### src/rtl/mem_stage.sv
// mem_stage: MIPS32 memory-access stage with the MEM/WB pipeline register.
// Runs big-endian loads/stores over a req/ack data bus, stalls the pipeline
// while an access is outstanding, and registers the writeback triple.
module mem_stage #(
  parameter int unsigned TIMEOUT = 255
) (
  input  logic        clk,
  input  logic        rst,
  input  logic [4:0]  mem_wd,
  input  logic        mem_wreg,
  input  logic [31:0] mem_wdata,
  input  logic [3:0]  mem_op,
  input  logic [31:0] mem_addr,
  input  logic [31:0] mem_sdata,
  input  logic        flush,
  output logic        stallreq,
  output logic        dbus_req,
  output logic        dbus_we,
  output logic [3:0]  dbus_sel,
  output logic [31:0] dbus_addr,
  output logic [31:0] dbus_wdata,
  input  logic        dbus_ack,
  input  logic [31:0] dbus_rdata,
  output logic [4:0]  wb_wd,
  output logic        wb_wreg,
  output logic [31:0] wb_wdata,
  output logic        misalign,
  output logic        bus_err
);

  localparam logic [3:0] OP_LB  = 4'd1;
  localparam logic [3:0] OP_LBU = 4'd2;
  localparam logic [3:0] OP_LH  = 4'd3;
  localparam logic [3:0] OP_LHU = 4'd4;
  localparam logic [3:0] OP_LW  = 4'd5;
  localparam logic [3:0] OP_SB  = 4'd6;
  localparam logic [3:0] OP_SH  = 4'd7;
  localparam logic [3:0] OP_SW  = 4'd8;

  localparam logic [7:0] TIMEOUT_CNT = 8'(TIMEOUT);

  typedef enum logic {IDLE, BUSY} state_t;

  state_t      state_q, state_d;
  logic [7:0]  cnt_q, cnt_d;
  logic [3:0]  op_q, op_d;
  logic [4:0]  wd_q, wd_d;
  logic        wreg_q, wreg_d;
  logic [1:0]  off_q, off_d;
  logic        discard_q, discard_d;
  logic        dbus_req_q, dbus_req_d;
  logic        dbus_we_q, dbus_we_d;
  logic [3:0]  dbus_sel_q, dbus_sel_d;
  logic [31:0] dbus_addr_q, dbus_addr_d;
  logic [31:0] dbus_wdata_q, dbus_wdata_d;
  logic [4:0]  wb_wd_q, wb_wd_d;
  logic        wb_wreg_q, wb_wreg_d;
  logic [31:0] wb_wdata_q, wb_wdata_d;
  logic        misalign_q, misalign_d;
  logic        bus_err_q, bus_err_d;
  logic        stall_c;

  logic        is_load, is_store, is_byte, is_half, is_mem, aligned;
  logic [3:0]  sel_new;
  logic [31:0] wdata_new;
  logic [7:0]  byte_v;
  logic [15:0] half_v;
  logic [31:0] load_data;

  // Decode the incoming op: access size, alignment, byte lanes and replicated store data
  always_comb begin
    is_load  = 1'b0;
    is_store = 1'b0;
    is_byte  = 1'b0;
    is_half  = 1'b0;
    case (mem_op)
      OP_LB, OP_LBU: begin is_load = 1'b1;  is_byte = 1'b1; end
      OP_LH, OP_LHU: begin is_load = 1'b1;  is_half = 1'b1; end
      OP_LW:         begin is_load = 1'b1; end
      OP_SB:         begin is_store = 1'b1; is_byte = 1'b1; end
      OP_SH:         begin is_store = 1'b1; is_half = 1'b1; end
      OP_SW:         begin is_store = 1'b1; end
      default:       ;
    endcase
    is_mem  = is_load | is_store;
    aligned = is_byte ? 1'b1 : (is_half ? ~mem_addr[0] : (mem_addr[1:0] == 2'b00));
    if (is_byte)
      sel_new = 4'b1000 >> mem_addr[1:0];
    else if (is_half)
      sel_new = mem_addr[1] ? 4'b0011 : 4'b1100;
    else
      sel_new = 4'b1111;
    if (is_byte)
      wdata_new = {4{mem_sdata[7:0]}};
    else if (is_half)
      wdata_new = {2{mem_sdata[15:0]}};
    else
      wdata_new = mem_sdata;
  end

  // Pick the addressed byte/halfword from the big-endian read word and extend it
  always_comb begin
    case (off_q)
      2'd0:    byte_v = dbus_rdata[31:24];
      2'd1:    byte_v = dbus_rdata[23:16];
      2'd2:    byte_v = dbus_rdata[15:8];
      default: byte_v = dbus_rdata[7:0];
    endcase
    half_v = off_q[1] ? dbus_rdata[15:0] : dbus_rdata[31:16];
    case (op_q)
      OP_LB:   load_data = {{24{byte_v[7]}}, byte_v};
      OP_LBU:  load_data = {24'h000000, byte_v};
      OP_LH:   load_data = {{16{half_v[15]}}, half_v};
      OP_LHU:  load_data = {16'h0000, half_v};
      default: load_data = dbus_rdata;
    endcase
  end

  // Next-state logic: issue accesses from IDLE, wait for ack or timeout in BUSY
  always_comb begin
    state_d      = state_q;
    cnt_d        = cnt_q;
    op_d         = op_q;
    wd_d         = wd_q;
    wreg_d       = wreg_q;
    off_d        = off_q;
    discard_d    = discard_q;
    dbus_req_d   = dbus_req_q;
    dbus_we_d    = dbus_we_q;
    dbus_sel_d   = dbus_sel_q;
    dbus_addr_d  = dbus_addr_q;
    dbus_wdata_d = dbus_wdata_q;
    wb_wd_d      = wb_wd_q;
    wb_wreg_d    = wb_wreg_q;
    wb_wdata_d   = wb_wdata_q;
    misalign_d   = 1'b0;
    bus_err_d    = 1'b0;
    stall_c      = 1'b0;
    case (state_q)
      IDLE: begin
        if (flush || !is_mem) begin
          wb_wd_d    = mem_wd;
          wb_wreg_d  = mem_wreg & ~flush;
          wb_wdata_d = mem_wdata;
        end else if (!aligned) begin
          wb_wreg_d  = 1'b0;
          misalign_d = 1'b1;
        end else begin
          stall_c      = 1'b1;
          state_d      = BUSY;
          op_d         = mem_op;
          wd_d         = mem_wd;
          wreg_d       = mem_wreg;
          off_d        = mem_addr[1:0];
          discard_d    = 1'b0;
          cnt_d        = 8'd0;
          dbus_req_d   = 1'b1;
          dbus_we_d    = is_store;
          dbus_sel_d   = sel_new;
          dbus_addr_d  = {mem_addr[31:2], 2'b00};
          dbus_wdata_d = wdata_new;
          wb_wreg_d    = 1'b0;
        end
      end
      BUSY: begin
        discard_d = discard_q | flush;
        if (dbus_ack) begin
          state_d    = IDLE;
          dbus_req_d = 1'b0;
          discard_d  = 1'b0;
          if (!dbus_we_q) begin
            wb_wd_d    = wd_q;
            wb_wreg_d  = wreg_q & ~(discard_q | flush);
            wb_wdata_d = load_data;
          end else begin
            wb_wreg_d  = 1'b0;
          end
        end else begin
          stall_c = 1'b1;
          if (cnt_q == TIMEOUT_CNT) begin
            state_d    = IDLE;
            dbus_req_d = 1'b0;
            discard_d  = 1'b0;
            bus_err_d  = 1'b1;
            wb_wreg_d  = 1'b0;
          end else begin
            cnt_d = cnt_q + 8'd1;
          end
        end
      end
      default: state_d = IDLE;
    endcase
  end

  // State, bus and MEM/WB registers; reset clears everything immediately
  always_ff @(posedge clk or negedge rst) begin
    if (!rst) begin
      state_q      <= IDLE;
      cnt_q        <= 8'd0;
      op_q         <= 4'd0;
      wd_q         <= 5'd0;
      wreg_q       <= 1'b0;
      off_q        <= 2'd0;
      discard_q    <= 1'b0;
      dbus_req_q   <= 1'b0;
      dbus_we_q    <= 1'b0;
      dbus_sel_q   <= 4'd0;
      dbus_addr_q  <= 32'd0;
      dbus_wdata_q <= 32'd0;
      wb_wd_q      <= 5'd0;
      wb_wreg_q    <= 1'b0;
      wb_wdata_q   <= 32'd0;
      misalign_q   <= 1'b0;
      bus_err_q    <= 1'b0;
    end else begin
      state_q      <= state_d;
      cnt_q        <= cnt_d;
      op_q         <= op_d;
      wd_q         <= wd_d;
      wreg_q       <= wreg_d;
      off_q        <= off_d;
      discard_q    <= discard_d;
      dbus_req_q   <= dbus_req_d;
      dbus_we_q    <= dbus_we_d;
      dbus_sel_q   <= dbus_sel_d;
      dbus_addr_q  <= dbus_addr_d;
      dbus_wdata_q <= dbus_wdata_d;
      wb_wd_q      <= wb_wd_d;
      wb_wreg_q    <= wb_wreg_d;
      wb_wdata_q   <= wb_wdata_d;
      misalign_q   <= misalign_d;
      bus_err_q    <= bus_err_d;
    end
  end

  // Stall is masked while reset is held so it drops together with dbus_req
  assign stallreq   = rst & stall_c;
  assign dbus_req   = dbus_req_q;
  assign dbus_we    = dbus_we_q;
  assign dbus_sel   = dbus_sel_q;
  assign dbus_addr  = dbus_addr_q;
  assign dbus_wdata = dbus_wdata_q;
  assign wb_wd      = wb_wd_q;
  assign wb_wreg    = wb_wreg_q;
  assign wb_wdata   = wb_wdata_q;
  assign misalign   = misalign_q;
  assign bus_err    = bus_err_q;

endmodule

### config.mk
export PLATFORM = sky130hd
export DESIGN_NAME = mem_stage
export DESIGN_NICKNAME = d
export VERILOG_FILES = /design/src/rtl/mem_stage.sv
export SDC_FILE = /design/constraint.sdc
export NUM_CORES = 1
export LEC_CHECK = 0
export BUFFER_PORTS_ARGS = -buffer_cell sky130_fd_sc_hd__buf_4
export CAP_MARGIN = 10
export CELL_PAD_IN_SITES_DETAIL_PLACEMENT = 1
export CELL_PAD_IN_SITES_GLOBAL_PLACEMENT = 2
export CORE_ASPECT_RATIO = 0.7
export CORE_MARGIN = 3
export CORE_UTILIZATION = 25
export CTS_BUF_LIST = sky130_fd_sc_hd__clkbuf_16
export CTS_CLUSTER_DIAMETER = 100
export DETAILED_ROUTE_END_ITERATION = 12
export HOLD_SLACK_MARGIN = 0.05
export PLACE_DENSITY_LB_ADDON = 0.05
export SETUP_SLACK_MARGIN = 0.15
export SYNTH_ARGS = -nofsm -noshare
export SYNTH_HDL_FRONTEND = slang
export SYNTH_SLANG_ARGS = --single-unit
### constraint.sdc
create_clock -name clk -period 2.7 [get_ports clk]
set_input_delay 0.675 -clock clk [delete_from_list [all_inputs] [get_ports clk]]
set_output_delay 0.675 -clock clk [all_outputs]
set_load 0.01 [all_outputs]
* Word level (Yosys, flattened, before mapping)
Cells that the tools add are included.
** Cells by class
- Reduce and logical (&&, ||, !) cells :: 13
- Muxes and demuxes :: 54
- Add/sub/neg operators :: 1
- Bitwise logic cells :: 10
- Shift operators :: 1
- Equality and inequality tests :: 23
** Operators with widths (number)
- $mux 32 :: 5
- $pmux 32 s4 :: 1
- $pmux 32 s2 :: 1
- $mux 8 :: 4
- $mux 1 :: 28
- $pmux 8 s3 :: 1
- $eq 4x3->1 const B :: 5
- $eq 4x2->1 const B :: 4
- $mux 16 :: 1
- $pmux 8 s2 :: 1
- $mux 5 :: 3
- $ne 2x2->1 const B :: 7
- $mux 4 :: 3
- $pmux 1 s2 :: 5
- $pmux 5 s2 :: 1
- $reduce_and 3->1 :: 3
- $reduce_or 3->1 :: 3
- $add 8x1->8 const B :: 1
- $eq 4x1->1 const B :: 2
- $eq 8x8->1 const B :: 1
- $not 1->1 :: 5
- $reduce_or 5->1 :: 1
- $eq 4x4->1 const B :: 1
- $logic_not 2->1 :: 2
- 10 further kinds :: 13
** Word-level totals
- Register bits after elaboration :: 130
- Output and inout port bits :: 111
- Logic and storage cells :: 119
- Input bits :: 142

* Depth between registers and ports, before layout
Gate-level depths: netlist of run 1.
- Word-level depth :: 9
- Gate-level depth with buffers :: 9
- Gate-level depth less buffers :: 6

* Worst setup path before layout of run 1
No wires, ideal clock.
- Path type :: input-to-output
- Start :: input mem_op[0]
- End :: output stallreq
- Cell stages on the path :: 7
- Buffers on the path :: 3
- Setup slack :: -0.177 ns
- Data arrival time :: 2.202 ns
- Required time :: 2.025 ns
- Cells stage by stage :: buf_2 > or3b_1 > a31o_1 > a211o_1 > buf_2 > buf_6 > a21boi_1
** On the way
- Cells in the longest elaborated chain, start to end :: 9
- Elaborated cells on any way between the ends :: 25
- Classes of those cells :: eq/ne (8); mux (9); bitwise (2); reduce/logical (6)
** RTL lines
- start, declared :: RTL line 12 : input logic [3:0] mem_op,
- $eq 4x3->1, or another cell as far along :: RTL line 76 : case (mem_op)
- $reduce_or 3->1 (no source line) / $reduce_or 5->1 (equally long branches)
- $mux 1 :: RTL line 76
- $mux 1 / $or 1x1->1 (equally long branches) :: RTL line 86, 85
- $mux 1 / $logic_not 1->1 (equally long branches) :: RTL line 86, 141
- $mux 1 / $logic_or 1x1->1 (equally long branches) :: RTL line 145, 141
- $mux 1 * :: RTL line 141 : if (flush || !is_mem) begin
- $pmux 1 s2 * :: RTL line 139 : case (state_q)
- $and 1x1->1 * :: RTL line 237 : assign stallreq = rst & stall_c;
- end, declared :: RTL line 16 : output logic stallreq,
Mark *: on every way between the ends. The rest lies on a longest branch, timed or not.

* Final worst setup path of run 1
- Start :: input mem_op[1]
- End :: output stallreq
The elaborated chain is that of the path after synthesis.

==> run metrics, run 1 <==
DIE AREA=about 28,000 um^2; vias in the first global route=6,720; fillcell total=2,966; antenna violations before repair=0; Yosys warning count=0; Crit path max-delay family=compound AO/OA/AOI/OAI gates; Total GRT Usage=18.04%; placer congestion estimate=slightly above 0.8; Finished Layout Cells=1,346; Detailed Route Iter0 Violations=261; type of origin of the critical path=input port; PortBufs=250; Post-synth EDFFs=0; post-synthesis register bit count=130; Residual DRC=0; total number of vias=between 6,000 and 7,000; CP Class=input port to output port; cells after synthesis=721; count leader, synth=nand2_1; root buf cell=clkbuf_16; ANT nets after route=0; Comb pwr share=33.8%; GRT Residual Overflow=0; Initial Util=about 25%; # clock sinks=130; status=finished clean; most frequent CP cell=buf_6; CTS Buf Count=17; Worst R2R Path Depth=5; worst hold path type=input port to asynchronous set/reset pin; synth top area cells=dfrtp_1, nand2_1, mux2i_1; Inst Count DP=1,309; worst r2r src=op_q[1]; net switching power=2.702 mW; WL final=25,720 um; Final setup viols=0; wire per inst=between 15 and 20 um; Die W=roughly 200 um; maximum clock insertion buffer count=2; Tot Pwr=just under 8 mW; hold buffer count at CTS=0; 1st-pass router iterations=5; fin crit share=about 100%; htree depth=4; RSZ-0062 raised after global routing=yes; sequential area share after synthesis=49.43%; internal power=about 5.0 mW; CP endpoint kind=output port; syn avg cell area=9.128 um^2; r2r setup slk=0.42 ns; share of the synthesized area in the top cell type=slightly below 50%; Slew @ Worst Pin=0.8562 ns; power share of the sequential group=36.3%; Peak VDD IR=between 0.4 and 0.5 mV; crit-path max cell delay=0.39 ns; Leakage=roughly 4.8 nW; Critical path buffers and inverters=2; Rows=around 50; # diodes=0; worst-path cell with the longest stage delay=or3b_4; ys async rst share=100.0%; MaxCap Viol Count=0; Synth Cell Area=6581 um^2; Crit path depth=6; first-pass GRT wire length=39,190 um; vias per cell=4.766; minimum clock period=2.676 ns; Critical R2R Capture=wb_wdata[1]; clk_skew=between 0.008 and 0.009 ns; I/O pin count=253; switch share=34.99%; Commonest cells post-synth=nand2_1, dfrtp_1, mux2i_1; die height=141.8 um; worst path cell trace=buf_6 > or3b_4 > a31o_1 > a211o_4 > a21boi_4 > buf_6; Worst slew margin=~43%; share of layout cells above drive strength 1=34.48%; clock slew at reported path FFs=0.06 ns; PwrDens=between 800 and 900 nW/um^2; Area Growth Syn to Fin=46.62%; nets@finish=approximately 1,100; area leader, netlist=dfrtp_1; clk_lat worst skew=0.42 ns; Synth Flop Type=dfrtp_1; core area=~26,000 um^2; distinct cell type count after synthesis=57; Final Cell Area=just under 10,000 um^2; Max Slew Vio Count=0; critical path data arrival time=2.00 ns; largest net degree at the start of global routing=between 100 and 150; Critical Path RT=2.03 ns; fmax=0.3737 GHz; worst-path maximum fanout=2; final hold vios=0; clock share of power=~30%; Detailed Place HPWL=18,990 um; CTS tree=done; Area after DPL=8985 um^2
==> what timing repair did <==
| action | CTS | global route |
|---|---|---|
| endpoints found under the setup margin | 3 | 82 |
| setup buffers | 3 | 1 |
| pin swaps | 5 | 4 |
| gates resized for setup | 6 | 4 |
==> cell usage in the layout (no fill, tap or decap), drive strengths merged, types with 16 or more instances in the layout <==
cell	count
clkbuf	17
dfrtp	130
a221oi	16
a21oi	18
nor2	39
nand2	226
buf	290
o21ai	42
o22ai	20
mux2i	57
==> stage by stage <==
stage	util, %	worst slack, ns	hold slack (ns)	TNS (ns)
2_1_floorplan	-	-0.05871	0.3794	-0.05871
3_3_place_gp	34.81	-0.1821	0.4524	-10.13
3_5_place_dp	34.81	-0.3144	0.4611	-17.10
4_1_cts	37.25	-0.006501	0.4154	-0.006501
5_1_grt	37.38	-0.009889	0.3535	-0.009889
6_report	37.38	0.02431	0.3058	0
==> power by group through the flow <==
stage	logic (mW)	clock network, mW	registers [mW]
3_5_place_dp	2.63	0	2.83
5_1_grt	2.87	2.49	2.87
3_3_place_gp	2.56	0	2.80
6_report	2.61	2.31	2.80
2_1_floorplan	1.09	0	2.94
4_1_cts	2.64	2.40	2.81
==> cell families after synthesis <==
logic type      share of synthesized area, %
xor+xnor                              0.9316
compound gates                         16.33
simple gates                           19.03
other cells                          0.05698
mux                                    9.867
buf+inv                                4.163
flops                                  49.43
fa+ha+maj                             0.1901
==> state kept, by name, indices dropped and copies added, names as in the netlist <==
name / count
off_q: 2
wb_wd: 5
cnt_q: 8
wreg_q: 1
op_q: 4
wb_wdata: 32
state_q: 1
discard_q: 1
bus_err: 1
dbus_sel: 4
dbus_we: 1
misalign: 1
dbus_wdata: 32
wb_wreg: 1
dbus_req: 1
wd_q: 5
dbus_addr: 30
==> routing by layer <==
layer	track usage, %	vias up	wire (um)
li1	-	3027	-
met1	24.89	3193	11900
met2	27.45	174	11630
met3	5.697	21	1829
met4	4.697	0	361
met5	0	-	0
==> final cells by class <==
class                           instances  area [um^2]  share of cell area, %
Sequential cell                       130         3253                  33.71
Multi-Input combinational cell        534         3113                  32.26
Timing Repair Buffer                  290         2240                  23.21
Tap cell                              357        446.7                  4.629
Clock buffer                           17        425.4                  4.409
Clock inverter                         15        160.2                  1.660
Inverter                                3        11.26                 0.1167
==> worst reg2reg max path, cell delays in order (launching register included) <==
cell,delay (ns)
dfrtp_1,0.46
o21ai_0,0.17
or3b_2,0.73
o311a_1,0.39
o221ai_1,0.26
o211ai_1,0.13
==> worst max-delay path by stage <==
stage           startpoint        endpoint  slack [ns]
2_1_floorplan    mem_op[1]        stallreq       -0.06
3_3_place_gp     mem_op[1]  dbus_wdata[10]       -0.18
6_report         mem_op[1]        stallreq        0.02
5_1_grt          mem_op[1]        stallreq       -0.01
3_5_place_dp     mem_op[2]  dbus_wdata[17]       -0.31
4_1_cts        mem_addr[0]        stallreq      -0.007
No activity file was read; power rests on OpenSTA's default activity.
==> run 2: changes to the inputs <==
--- a/config.mk
+++ b/config.mk
@@ -6,11 +6,10 @@
 export NUM_CORES = 1
 export LEC_CHECK = 0
 export BUFFER_PORTS_ARGS = -buffer_cell sky130_fd_sc_hd__buf_4
-export CAP_MARGIN = 10
+export CAP_MARGIN = 20
 export CELL_PAD_IN_SITES_DETAIL_PLACEMENT = 1
 export CELL_PAD_IN_SITES_GLOBAL_PLACEMENT = 2
 export CORE_ASPECT_RATIO = 0.7
-export CORE_MARGIN = 3
 export CORE_UTILIZATION = 25
 export CTS_BUF_LIST = sky130_fd_sc_hd__clkbuf_16
 export CTS_CLUSTER_DIAMETER = 100
==> run metrics, run 2 (synthesis gave the netlist of run 1 again) <==
DIE AREA=between 20,000 and 30,000 um^2; Detailed Route Iter0 Violations=281; largest net degree at the start of global routing=131; Leakage=about 4.8 nW; total number of vias=about 6,400; final hold vios=0; GRT Residual Overflow=0; root buf cell=clkbuf_16; 1st-pass router iterations=5; Area Growth Syn to Fin=46.44%; clock slew at reported path FFs=0.06 ns; PortBufs=250; vias per cell=4.853; DRT met1 WL=around 11,000 um; Rows=49; I/O pin count=253; ANT nets after route=0; hold_ws=0.3979 ns; placer congestion estimate=between 0.7 and 0.8; share of layout cells above drive strength 1=33.88%; Max Used Layer=met4; wire per inst=around 19 um; core area=around 26,000 um^2; Peak VDD IR=0.4414 mV; Crit path max-delay family=compound AO/OA/AOI/OAI gates; maximum clock insertion buffer count=2; Detailed Place HPWL=between 15,000 and 20,000 um; commonest non-fill, non-tap cells in the layout=buf_4, nand2_1, dfrtp_1; Initial Util=25.56%; Area after DPL=just under 9000 um^2; hold buffer count at CTS=0; Critical Path RT=2.03 ns; CP endpoint kind=output port; WL met3=between 1500 and 2000 um; vias in the first global route=~6,500; Slew @ Worst Pin=0.7643 ns; routed wl met2=11,430 um; PwrDens=824.5 nW/um^2; CTS Buf Count=17; clk_lat worst skew=0.42 ns; minimum clock period=between 2 and 3 ns; MaxCap Viol Count=0; Critical path buffers and inverters=2; Final Cell Area=roughly 9600 um^2; Residual DRC=0; die height=137.8 um; fillcell total=2,992; Max Slew Vio Count=0; # diodes=0; # clock sinks=130; antenna violations before repair=0; Final setup viols=0; CTS tree=done; first-pass GRT wire length=38,050 um; CP Class=input port to output port; htree depth=4; RSZ-0062 raised after global routing=yes; worst hold path type=input port to asynchronous set/reset pin; Total GRT Usage=18.68%; fmax=0.3749 GHz; worst path cell trace=buf_8 > or3b_4 > a31o_1 > a211o_4 > a21boi_4 > buf_6; worst-path cell with the longest stage delay=or3b_4; nets@finish=roughly 1,100; fin crit share=98.80%; worst-path maximum fanout=5; crit-path max cell delay=0.39 ns; Core Util, Final=a little under two fifths; status=finished clean; Tot Pwr=7.947 mW; Worst slew margin=49.05%; clk_skew=0.006990 ns; type of origin of the critical path=input port; Die W=around 200 um; critical path data arrival time=1.99 ns; WL final=between 20,000 and 25,000 um; commonest non-fill, non-tap cell in the layout=buf_4
[run 2: changes by cell type in the layout (fill, tap and decap cells not counted), sizes merged]
cell      change
bufinv        +3
clkinvlp      -5
inv           -2
clkinv        +4
buf           -6
[run 2: area by class of cell]
class | instances | area (um^2) | area share, %
clock buffers | 17 | 425.4 | 4.414
clock inverters | 15 | 214.0 | 2.220
inverters | 3 | 11.26 | 0.1168
multi-input cells | 534 | 3108 | 32.25
flip-flops and latches | 130 | 3253 | 33.75
well taps | 331 | 414.1 | 4.297
repair buffers | 284 | 2212 | 22.95
[run 2: layer usage]
layer | track usage, % | up-vias
met2 | 29.08 | 171
met4 | 6.076 | 0
li1 | - | 3025
met1 | 24.81 | 3159
met5 | 0 | -
met3 | 5.532 | 22
[run 2: timing repair]
action | in CTS | in global routing
endpoints found under the setup margin | 1 | 1
setup buffers | 1 | 0
resized for setup | 4 | 2
pin swaps | 4 | 4
[run 2: final timing paths]
| kind | startpoint | endpoint | slack [ns] | cells past startpoint |
|---|---|---|---|---|
| hold / removal | rst | dbus_sel[0] | 0.40 | 2 |
| setup / recovery | mem_op[2] | stallreq | 0.03 | 6 |
| min in group clk | mem_addr[11] | dbus_addr[11] | 0.43 | 3 |
| max in group asynchronous | rst | cnt_q[4] | 1.73 | 2 |
| setup reg to reg | op_q[1] | wb_wdata[1] | 0.45 | 5 |
| hold reg to reg | dbus_addr[6] | dbus_addr[6] | 0.48 | 2 |
[run 2: report_power, final]
group	switching, mW	internal (mW)
sequential	0.356	2.43
clock	0.939	1.63
combinational	1.37	1.22
total	2.66	5.28
[run 2: per-stage QoR]
stage	setup WS, ns	instances	TNS (ns)
2_1_floorplan	-0.05871	722	-0.05871
3_3_place_gp	-0.05724	1279	-1.112
6_report	0.03252	1314	0
3_5_place_dp	-0.1854	1279	-4.605
4_1_cts	0.00006040	1312	0
5_1_grt	0.004128	1314	0
==> run 3: changes to the inputs <==
--- a/config.mk
+++ b/config.mk
@@ -10,6 +10,7 @@
 export CELL_PAD_IN_SITES_DETAIL_PLACEMENT = 1
 export CELL_PAD_IN_SITES_GLOBAL_PLACEMENT = 2
 export CORE_ASPECT_RATIO = 0.7
+export CORE_MARGIN = 10
 export CORE_UTILIZATION = 25
 export CTS_BUF_LIST = sky130_fd_sc_hd__clkbuf_16
 export CTS_CLUSTER_DIAMETER = 100
@@ -17,6 +18,7 @@
 export HOLD_SLACK_MARGIN = 0.05
 export PLACE_DENSITY_LB_ADDON = 0.05
 export SETUP_SLACK_MARGIN = 0.15
+export SKIP_LAST_GASP = 1
 export SYNTH_ARGS = -nofsm -noshare
 export SYNTH_HDL_FRONTEND = slang
 export SYNTH_SLANG_ARGS = --single-unit
==> run metrics, run 3 (synthesis gave the netlist of run 1 again) <==
final hold vios=0; antenna violations before repair=2; commonest non-fill, non-tap cells in the layout=buf_4, nand2_1, dfrtp_1; Die W=213.9 um; commonest non-fill, non-tap cell in the layout=buf_4; clk_lat worst skew=0.42 ns; total negative slack=0 ns; clock slew at reported path FFs=about 0.060 ns; Core Util, Final=between 30% and 40%; Worst slew margin=between 30% and 40%; fmax=0.3705 GHz; Detailed Place HPWL=between 20,000 and 25,000 um; hold buffer count at CTS=0; CTS Buf Count=17; die height=~160 um; share of layout cells above drive strength 1=between 30% and 40%; crit-path max cell delay=0.39 ns; switch share=34.05%; RSZ-0062 raised after global routing=yes; most frequent CP cell=buf_6; ANT nets after route=0; WL final=28,020 um; MaxCap Viol Count=0; hold_ws=slightly below 0.4 ns; htree depth=4; Slew @ Worst Pin=0.9222 ns; type of origin of the critical path=input port; I/O pin count=~250; Residual DRC=0; vias in the first global route=~7,100; Peak VDD IR=0.4266 mV; maximum clock insertion buffer count=2; 1st-pass router iterations=4; fin crit share=99.96%; net switching power=2.672 mW; first-pass GRT wire length=between 40,000 and 50,000 um; Total GRT Usage=16.70%; Area Growth Syn to Fin=46.96%; largest net degree at the start of global routing=131; Critical Path RT=2.03 ns; Comb pwr share=about a third; Initial Util=~25%; clock share of power=30.8%; core area=roughly 26,000 um^2; status=finished clean; worst path cell trace=buf_6 > or3b_4 > a31o_1 > a211o_4 > a21boi_4 > buf_6; total number of vias=between 6,000 and 7,000; Final Cell Area=9672 um^2; worst hold path type=input port to asynchronous set/reset pin; Leakage=4.793 nW; worst-path cell with the longest stage delay=or3b_4; Area after DPL=roughly 9000 um^2; PortBufs=between 200 and 300; clk_skew=0.005578 ns; wire per inst=20.87 um; placer congestion estimate=0.8024; DIE AREA=33,320 um^2; Detailed Route Iter0 Violations=421; worst-path maximum fanout=2; critical path data arrival time=2.02 ns; vias per cell=4.776; Tot Pwr=approximately 7.8 mW; GRT Residual Overflow=0; Final setup viols=0; PwrDens=811.5 nW/um^2; internal power=~5.2 mW; CP endpoint kind=output port; power share of the sequential group=35.6%; nets@finish=1,116; Rows=49; Max Slew Vio Count=0; minimum clock period=2.699 ns; CP Class=input port to output port; root buf cell=clkbuf_16; # clock sinks=130; CTS tree=done
run 3: final timing paths:
check | cells past startpoint | slack, ns | startpoint | endpoint
max | 6 | 0.001 | mem_op[1] | stallreq
min | 2 | 0.39 | rst | dbus_addr[8]
max reg2reg | 6 | 0.37 | op_q[0] | wb_wdata[14]
min reg2reg | 2 | 0.48 | dbus_addr[27] | dbus_addr[27]
max in group asynchronous | 2 | 1.74 | rst | wb_wdata[10]
min in group clk | 3 | 0.44 | mem_addr[7] | dbus_addr[7]
run 3: final cells by class:
class	instances	area [um^2]
inverter	3	11.26
timing repair buffer	287	2247
fill	3008	16140
sequential	130	3253
clock inverter	13	170.2
antenna	2	5.005
tap	357	446.7
multi-input combinational	534	3113
clock buffer	17	425.4
run 3: layer usage:
layer  vias to the layer above  wire length (um)  track usage [%]
met5                         -                 0                0
met4                         0               339            4.407
met3                        17              2037            5.773
met2                       161             12950            25.89
met1                      3203             12690            21.74
li1                       3033                 -                -
run 3: what timing repair did:
| item | 4_1_cts | 5_1_grt |
|---|---|---|
| setup endpoints to repair | 1 | 1 |
| setup buffers | 4 | 0 |
| pin swaps | 5 | 4 |
| resized for setup | 7 | 2 |
run 3: per-stage QoR:
| stage | setup WS, ns | cells |
|---|---|---|
| CTS | -0.008871 | 1341 |
| global route | -0.01580 | 1342 |
| floorplan | -0.05871 | 722 |
| global placement | -0.05325 | 1307 |
| finish | 0.001115 | 1343 |
| detailed placement | -0.07549 | 1307 |
run 3: worst max-delay path: cells and delay by family:
family	cells	cell delay, ns
buffers and inverters	2	0.22
AO/OA/AOI/OAI	3	0.75
AND/OR/NAND/NOR	1	0.39
run 3: power by group through the flow:
stage          logic, mW  registers, mW  clock network (mW)
6_report            2.64           2.80                2.41
5_1_grt             2.93           2.87                2.59
4_1_cts             2.69           2.81                2.50
3_5_place_dp        2.67           2.83                   0
3_3_place_gp        2.60           2.80                   0
2_1_floorplan       1.09           2.94                   0
